===== config.mk =====
export PLATFORM = sky130hd
export DESIGN_NAME = sseg_spi_ctrl_flat
export DESIGN_NICKNAME = d
export VERILOG_FILES = /design/src/rtl/sseg_spi_ctrl_if.sv /design/src/rtl/sseg_spi_ctrl.sv /design/src/flat_wrapper.sv
export SDC_FILE = /design/constraint.sdc
export NUM_CORES = 1
export LEC_CHECK = 0
export CAP_MARGIN = 10
export CORE_ASPECT_RATIO = 0.8
export CORE_MARGIN = 3
export CORE_UTILIZATION = 35
export CTS_BUF_LIST = sky130_fd_sc_hd__clkbuf_8
export DETAILED_ROUTE_END_ITERATION = 16
export SLEW_MARGIN = 10
export SYNTH_ARGS = -nofsm -noshare
export SYNTH_HDL_FRONTEND = slang
export SYNTH_SLANG_ARGS = --single-unit

===== constraint.sdc =====
create_clock -name clk -period 2.7 [get_ports clk]
set_input_delay 0.405 -clock clk [delete_from_list [all_inputs] [get_ports clk]]
set_output_delay 0.405 -clock clk [all_outputs]
set_load 0.01 [all_outputs]

===== src/rtl/sseg_spi_ctrl_if.sv =====
`timescale 1ns/1ps
`default_nettype none
// ============================================================================
//  Module   : sseg_spi_ctrl_if
//  Purpose  : Bundles the application-side value/request signals and the
//             display-side SPI signals of the 7-segment SPI controller.
//  Signals  : dat  - nibble per digit (digit i = dat[4i+3:4i])
//             dp   - decimal point per digit
//             upd  - refresh request (pulse or level)
//             busy - init or refresh in progress
//             done - one-cycle pulse at the end of a refresh
//             sclk - SPI clock, mode 0
//             sdo  - SPI data, MSB first
//             cs_n - chip select, active low
//  Modports : master - application / bench side
//             slave  - controller side
//  Revision : 1.0 - initial release
// ============================================================================
interface sseg_spi_ctrl_if #(
    parameter int DIGITS = 8
);
    logic [4*DIGITS-1:0] dat;
    logic [DIGITS-1:0]   dp;
    logic                upd;
    logic                busy;
    logic                done;
    logic                sclk;
    logic                sdo;
    logic                cs_n;

    modport master (
        output dat, dp, upd,
        input  busy, done, sclk, sdo, cs_n
    );

    modport slave (
        input  dat, dp, upd,
        output busy, done, sclk, sdo, cs_n
    );
endinterface
`default_nettype wire


===== src/rtl/sseg_spi_ctrl.sv =====
`timescale 1ns/1ps
`default_nettype none
// ============================================================================
//  Module   : sseg_spi_ctrl
//  Purpose  : SPI controller for a MAX7219-class multi-digit 7-segment
//             display. Sends the power-up register sequence after reset, then
//             writes one 16-bit frame per digit on every refresh request.
//  Ports    : clk  - system clock
//             rst  - synchronous, active-high reset
//             bus  - sseg_spi_ctrl_if.slave (dat, dp, upd in;
//                    busy, done, sclk, sdo, cs_n out)
//  Revision : 1.0 - initial release
// ============================================================================
module sseg_spi_ctrl #(
    parameter int         DIGITS    = 8,
    parameter int         CLK_DIV   = 4,
    parameter int         GAP       = 2,
    parameter logic [3:0] INTENSITY = 4'h8,
    parameter bit         DECODE    = 1'b1
) (
    input  wire           clk,
    input  wire           rst,
    sseg_spi_ctrl_if.slave bus
);

    localparam int               c_div_w       = (CLK_DIV > 1) ? $clog2(CLK_DIV) : 1;
    localparam int               c_gap_w       = (GAP > 1) ? $clog2(GAP) : 1;
    localparam logic [c_div_w-1:0] c_div_last  = c_div_w'(CLK_DIV - 1);
    localparam logic [c_gap_w-1:0] c_gap_last  = c_gap_w'(GAP - 1);
    localparam logic [7:0]       c_decode_mask = DECODE ? 8'((1 << DIGITS) - 1) : 8'h00;
    localparam logic [7:0]       c_scan_limit  = 8'(DIGITS - 1);
    localparam logic [2:0]       c_init_last   = 3'd5;
    localparam logic [2:0]       c_digit_top   = 3'(DIGITS - 1);

    typedef enum logic [2:0] {
        S_INIT  = 3'd0,
        S_IDLE  = 3'd1,
        S_LOAD  = 3'd2,
        S_SHIFT = 3'd3,
        S_GAP   = 3'd4
    } state_t;

    state_t              r_state;
    state_t              w_next;
    logic                w_fin;      // refresh complete this cycle

    logic                r_init;     // still inside the power-up sequence
    logic [2:0]          r_idx;      // init step (counts up) or digit (counts down)
    logic [3:0]          r_bit;
    logic [c_div_w-1:0]  r_div;
    logic                r_sclk;
    logic [c_gap_w-1:0]  r_gap;
    logic                r_pend;
    logic                r_done;
    logic [31:0]         r_dat_s;
    logic [7:0]          r_dp_s;

    logic                w_div_end;
    logic                w_frame_end;
    logic                w_gap_end;
    logic                w_last;
    logic [3:0]          w_nib;
    logic [6:0]          w_seg;
    logic [7:0]          w_data;
    logic [15:0]         w_init_frame;
    logic [15:0]         w_frame;

    assign w_div_end   = (r_div == c_div_last);
    assign w_frame_end = r_sclk && w_div_end && (r_bit == 4'd15);
    assign w_gap_end   = (r_gap == c_gap_last);
    assign w_last      = r_init ? (r_idx == c_init_last) : (r_idx == 3'd0);

    // ------------------------------------------------------------------
    // State register
    // ------------------------------------------------------------------
    always_ff @(posedge clk) begin
        if (rst) begin
            r_state <= S_INIT;
        end else begin
            r_state <= w_next;
        end
    end

    // ------------------------------------------------------------------
    // Next-state logic
    // ------------------------------------------------------------------
    always_comb begin
        w_next = r_state;
        w_fin  = 1'b0;
        unique case (r_state)
            S_INIT:  w_next = S_SHIFT;
            S_IDLE:  if (bus.upd) w_next = S_LOAD;
            S_LOAD:  w_next = S_SHIFT;
            S_SHIFT: if (w_frame_end) w_next = S_GAP;
            S_GAP: begin
                if (w_gap_end) begin
                    if (!w_last) begin
                        w_next = S_SHIFT;
                    end else if (r_init) begin
                        // power-up done: first refresh follows without a request
                        w_next = S_LOAD;
                    end else begin
                        w_fin  = 1'b1;
                        // an upd in this very cycle counts as pending too
                        w_next = (r_pend || bus.upd) ? S_LOAD : S_IDLE;
                    end
                end
            end
            default: w_next = S_INIT;
        endcase
    end

    // ------------------------------------------------------------------
    // Datapath: bit timing, frame index, snapshot, pending request
    // ------------------------------------------------------------------
    always_ff @(posedge clk) begin
        if (rst) begin
            r_init  <= 1'b1;
            r_idx   <= 3'd0;
            r_bit   <= 4'd0;
            r_div   <= '0;
            r_sclk  <= 1'b0;
            r_gap   <= '0;
            r_pend  <= 1'b0;
            r_done  <= 1'b0;
            r_dat_s <= 32'd0;
            r_dp_s  <= 8'd0;
        end else begin
            r_done <= w_fin;

            // Requests during power-up are covered by the automatic refresh.
            if (w_next == S_LOAD) begin
                r_pend <= 1'b0;
            end else if (bus.upd && !r_init && (r_state != S_IDLE)) begin
                r_pend <= 1'b1;
            end

            unique case (r_state)
                S_LOAD: begin
                    r_dat_s <= 32'(bus.dat);
                    r_dp_s  <= 8'(bus.dp);
                    r_idx   <= c_digit_top;
                    r_init  <= 1'b0;
                end
                S_SHIFT: begin
                    if (w_div_end) begin
                        r_div  <= '0;
                        r_sclk <= ~r_sclk;
                        // bit advances at the end of its high phase; wraps to 0 after bit 15
                        if (r_sclk) r_bit <= r_bit + 4'd1;
                    end else begin
                        r_div <= r_div + 1'b1;
                    end
                end
                S_GAP: begin
                    if (w_gap_end) begin
                        r_gap <= '0;
                        if (!w_last) r_idx <= r_init ? (r_idx + 3'd1) : (r_idx - 3'd1);
                    end else begin
                        r_gap <= r_gap + 1'b1;
                    end
                end
                default: ;
            endcase
        end
    end

    // ------------------------------------------------------------------
    // Frame contents for the current init step or digit
    // ------------------------------------------------------------------
    always_comb begin
        w_nib = r_dat_s[{r_idx, 2'b00} +: 4];
        w_seg = 7'h00;
        unique case (w_nib)         // segments A..G, A in the MSB
            4'h0: w_seg = 7'h7E;
            4'h1: w_seg = 7'h30;
            4'h2: w_seg = 7'h6D;
            4'h3: w_seg = 7'h79;
            4'h4: w_seg = 7'h33;
            4'h5: w_seg = 7'h5B;
            4'h6: w_seg = 7'h5F;
            4'h7: w_seg = 7'h70;
            4'h8: w_seg = 7'h7F;
            4'h9: w_seg = 7'h7B;
            4'hA: w_seg = 7'h77;
            4'hB: w_seg = 7'h1F;
            4'hC: w_seg = 7'h4E;
            4'hD: w_seg = 7'h3D;
            4'hE: w_seg = 7'h4F;
            4'hF: w_seg = 7'h47;
            default: w_seg = 7'h00;
        endcase

        w_data = DECODE ? {r_dp_s[r_idx], 3'b000, w_nib} : {r_dp_s[r_idx], w_seg};

        w_init_frame = 16'h0C00;
        unique case (r_idx)
            3'd0:    w_init_frame = 16'h0C00;                    // shutdown
            3'd1:    w_init_frame = {8'h09, c_decode_mask};      // decode mode
            3'd2:    w_init_frame = {8'h0A, 4'h0, INTENSITY};    // intensity
            3'd3:    w_init_frame = {8'h0B, c_scan_limit};       // scan limit
            3'd4:    w_init_frame = 16'h0F00;                    // display test off
            3'd5:    w_init_frame = 16'h0C01;                    // normal operation
            default: w_init_frame = 16'h0C00;
        endcase

        w_frame = r_init ? w_init_frame : {4'h0, {1'b0, r_idx} + 4'd1, w_data};
    end

    // ------------------------------------------------------------------
    // Outputs (decoded from registers only)
    // ------------------------------------------------------------------
    assign bus.cs_n = (r_state != S_SHIFT);
    assign bus.sclk = r_sclk;
    assign bus.sdo  = (r_state == S_SHIFT) && w_frame[4'd15 - r_bit];
    assign bus.busy = (r_state != S_IDLE);
    assign bus.done = r_done;

endmodule
`default_nettype wire


===== src/flat_wrapper.sv =====
// flat-port wrapper written by rule: the top's interface ports become plain ports
module sseg_spi_ctrl_flat 
#(
    parameter int         DIGITS    = 8,
    parameter int         CLK_DIV   = 4,
    parameter int         GAP       = 2,
    parameter logic [3:0] INTENSITY = 4'h8,
    parameter bit         DECODE    = 1'b1
)
  (clk, rst, bus_dat, bus_dp, bus_upd, bus_busy, bus_done, bus_sclk, bus_sdo, bus_cs_n);
  sseg_spi_ctrl_if #(.DIGITS(DIGITS)) bus_i ();
  input  wire clk;
  input  wire rst;
  input wire logic [$bits(bus_i.dat)-1:0] bus_dat;
  input wire logic [$bits(bus_i.dp)-1:0] bus_dp;
  input wire logic [$bits(bus_i.upd)-1:0] bus_upd;
  output wire logic [$bits(bus_i.busy)-1:0] bus_busy;
  output wire logic [$bits(bus_i.done)-1:0] bus_done;
  output wire logic [$bits(bus_i.sclk)-1:0] bus_sclk;
  output wire logic [$bits(bus_i.sdo)-1:0] bus_sdo;
  output wire logic [$bits(bus_i.cs_n)-1:0] bus_cs_n;
  assign bus_i.dat = bus_dat;
  assign bus_i.dp = bus_dp;
  assign bus_i.upd = bus_upd;
  assign bus_busy = bus_i.busy;
  assign bus_done = bus_i.done;
  assign bus_sclk = bus_i.sclk;
  assign bus_sdo = bus_i.sdo;
  assign bus_cs_n = bus_i.cs_n;
  sseg_spi_ctrl #(.DIGITS(DIGITS), .CLK_DIV(CLK_DIV), .GAP(GAP), .INTENSITY(INTENSITY), .DECODE(DECODE)) u_core (.clk(clk), .rst(rst), .bus(bus_i));
endmodule

==> results.md <==
- Status: complete, no violations
- PortBufs: 47
- Largest net degree at the start of global routing: 44
- DP Area: 3450 µm²
- # hold bufs at CTS: 0
- Final Non-Filler Cells: 509
- Delay-heaviest family, CP: multiplexers
- Grt ovf: 0
- WP data arrival: 2.19 ns
- Final Cycle Share: 96.3%
- Static Leak: 0.00142 µW
- Post-synth ARST share: 0%
- Die W: 106 µm
- Relative slew slack: 40.2%
- R2r endpoint: u_core.r_idx[2]
- Syn Nets: roughly 400
- IO Pins: 48
- Worst Setup Path Type: reg2out
- Slowest CP cell: mux4_2
- Number of CTS-inserted buffers: 9
- Endpoint class of the critical path: primary output
- Top_reg_cell synth: dfxtp_1
- CTS root buf: clkbuf_8
- Max Clk Rate: 385 MHz
- Worst R2R Path Depth: 4
- Detail Route met2 WL: 2870 µm
- DRC Markers: 0
- Max_cap viols: 0
- Yosys reg bits: 57
- RSZ-0062 raised after global routing: no
- Dpl cells: 493
- CTS max path bufs: 2
- Vias in the first global route: roughly 2400
- Required time worst endpoint: 2.30 ns
- Die area: 9140 µm²
- Worst path max stage delay: 0.48 ns
- Top sig layer: met4
- 1st-pass router iterations: 6
- Number of synthesized flops with an enable pin: 0
- Mean post-synth cell area: 8.09 µm²
- Fraction of layout cells with a size suffix above 1: 14.1%
- First-pass GRT wire length: 11400 µm
- H-tree Lvls: 3
- Sequential area share after synthesis: 40.6%
- # rows: 28
- Routed WL: slightly below 7000 µm
- Final count of hold timing violations: 0
- Synth Instances: 347
- Worst Setup Start Kind: flop
- M1 WL: around 3400 µm
- Worst reg2reg path startpoint: u_core.r_state[2]
- Core ar.: 7600 µm²
- Yosys warnings: 0
- Clock latency on the worst-skew pair: 0.34 ns
- Max-slew violations: 0
- Initial antenna violation count: 0
- RePlAce Congestion: ~0.86
- Internal reg-to-reg setup slack: 0.88 ns
- Vias per cell: 5.01
- Worst Hold End: u_core.r_dp_s[7]
- Antenna viol nets, final: 0
- Via Count: 2550
- FILL cells: 773
- Layout overhead on the synthesized area: 31.8%
- Layout Nets: 451
- Die Y: 86.1 µm
- Starting Density: about 37%
- Maximum VDD drop: around 280 µV
- CP bufs+invs: 2
- CTS tree: done
- Hold Crit Class: reg2reg
- Pwr Density: 563 nW/µm²
- Final setup fails: 0
- Met3 WL: 360 µm
- Final TNS setup: 0 ns
- Worst-margin pin slew: around 0.9 ns
- HP Start: u_core.r_dp_s[7]
- Share of the synthesized area in the top cell type: 40.6%
- Routed length per instance: between 10 and 15 µm
- Hold path depth: 2
- GRT Util Overall: 15.7%
- DRT iter0 DRCs: 118
- CP cell instances: buf_6 > mux4_2 > or3_4 > a41o_1 > o22ai_2 > a211oi_2 > buf_2
- Final min period: 2.60 ns
- Mapped cell area: 2810 µm²
- DP Wirelength: 4810 µm
- Antenna diodes: 0
- Critical Path Start: u_core.r_idx[0]
- Worst Skew: 0.00550 ns
- Leading area contributor after synthesis: dfxtp_1
- Largest cells by area after synthesis: dfxtp_1 41%, nand2_1 12%, a21oi_1 9.3%, ha_1 3.6%, mux2i_1 3.2%
- Distinct cells, synth: 48
- Clock Sinks: between 50 and 60
- Cell area after layout: 3700 µm²
- Worst Path Max Fanout: 4
- Clock transition at the registers of the reported paths: 0.06 ns
==> worst max-delay path by stage <==
stage,endpoint,slack [ns],depth (start not counted)
3_5_place_dp,bus_sdo,-0.06,8
5_1_grt,bus_sdo,0.004,8
3_3_place_gp,bus_sdo,-0.006,8
2_1_floorplan,bus_sdo,0.42,10
6_report,bus_sdo,0.10,7
4_1_cts,bus_sdo,0.03,7
==> cells by family after synthesis <==
kind of cell,count (synthesis),synth area share [%]
buf+inv,32,5.34
simple gates,147,23.1
xor+xnor,7,2.18
mux,15,8.02
flops,57,40.6
fa+ha+maj,8,3.56
compound gates,81,17.2
==> power by group <==
group	internal, µW	leakage, µW	switching [µW]
logic	192	0.000843	186
clock network	464	0.000106	322
registers	889	0.000467	30.8
total	1550	0.00142	538
==> routing by layer <==
metal  vias to the layer above  global-route usage, %
met5                         -                      0
met4                         0                   4.24
met3                         5                   6.32
met2                        49                   23.5
met1                      1193                   21.1
li1                       1303                      -
==> cell type report <==
| cell class | instances | area, µm² | share of cell area, % |
|---|---|---|---|
| inverters | 7 | 26.3 | 0.709 |
| clock buffers | 11 | 151 | 4.09 |
| clock inverters | 4 | 43.8 | 1.18 |
| multi-input cells | 258 | 1560 | 42.2 |
| flip-flops and latches | 57 | 1150 | 31.0 |
| repair buffers | 67 | 639 | 17.3 |
| well taps | 105 | 131 | 3.55 |
==> cell usage after synthesis, drive strengths merged (3+ instances only) <==
master / count
ha: 8
xor2: 3
inv: 6
nor3: 8
mux2i: 9
and3: 4
a21oi: 52
a31oi: 5
nand3: 9
clkbuf: 17
buf: 8
dfxtp: 57
o21ai: 4
a211oi: 3
a21o: 3
xnor2: 4
nor2: 21
o22ai: 3
nand2: 91
nand3b: 3
mux4: 5
==> through the flow <==
stage                     hold WS (ns)  setup slack (ns)  power (µW)  util, %
after floorplan                  0.432             0.416        1150        -
after global placement           0.440          -0.00580        1300     45.4
after detailed placement         0.445           -0.0560        1300     45.4
after CTS                        0.454            0.0308        2100     48.1
after global routing             0.476           0.00447        2200     48.7
final                            0.453             0.101        2080     48.7
==> repair_timing <==
item | 4_1_cts | 5_1_grt
resized for setup | 7 | 13
setup buffers | 1 | 0
hold endpoints to repair | 0 | 0
setup endpoints to repair | 1 | 1
pin swaps | 0 | 2
==> worst reg2reg max path: cells and delay by family (launching register included) <==
kind            cells  cell delay [ns]
compound gates      1             0.21
flops               1             0.48
simple gates        3             1.02
==> placed cells by master (no fill, tap or decap), drive strengths merged, types with 2 or more instances in the layout <==
| master | netlist | layout |
|---|---|---|
| ha | 8 | 8 |
| nand2b | 2 | 2 |
| nand3b | 3 | 3 |
| or3b | 2 | 2 |
| clkbuf | 17 | 11 |
| xor2 | 3 | 3 |
| xnor2 | 4 | 4 |
| o22ai | 3 | 3 |
| o211ai | 2 | 2 |
| nand2 | 91 | 91 |
| a31oi | 5 | 5 |
| o21ai | 4 | 4 |
| and3 | 4 | 4 |
| a211oi | 3 | 3 |
| and2b | 2 | 2 |
| a21oi | 52 | 52 |
| a21o | 3 | 3 |
| buf | 8 | 22 |
| inv | 6 | 8 |
| clkdlybuf4s50 | 0 | 45 |
| dfxtp | 57 | 57 |
| nand3 | 9 | 9 |
| clkinv | 1 | 2 |
| nor3 | 8 | 8 |
| mux2i | 9 | 9 |
| nor2 | 21 | 21 |
| mux4 | 5 | 5 |
==> registers in the layout, indices dropped and copies added (netlist names) <==
name and cells:
u_core.r_pend 1, u_core.r_div 2, u_core.bus.sclk 1, u_core.bus.done 1, u_core.r_idx 3, u_core.r_init 1, u_core.r_bit 4, u_core.r_state 3
u_core.r_gap 1, u_core.r_dp_s 8, u_core.r_dat_s 32
Note: power is estimated with default switching activity, not from simulation.
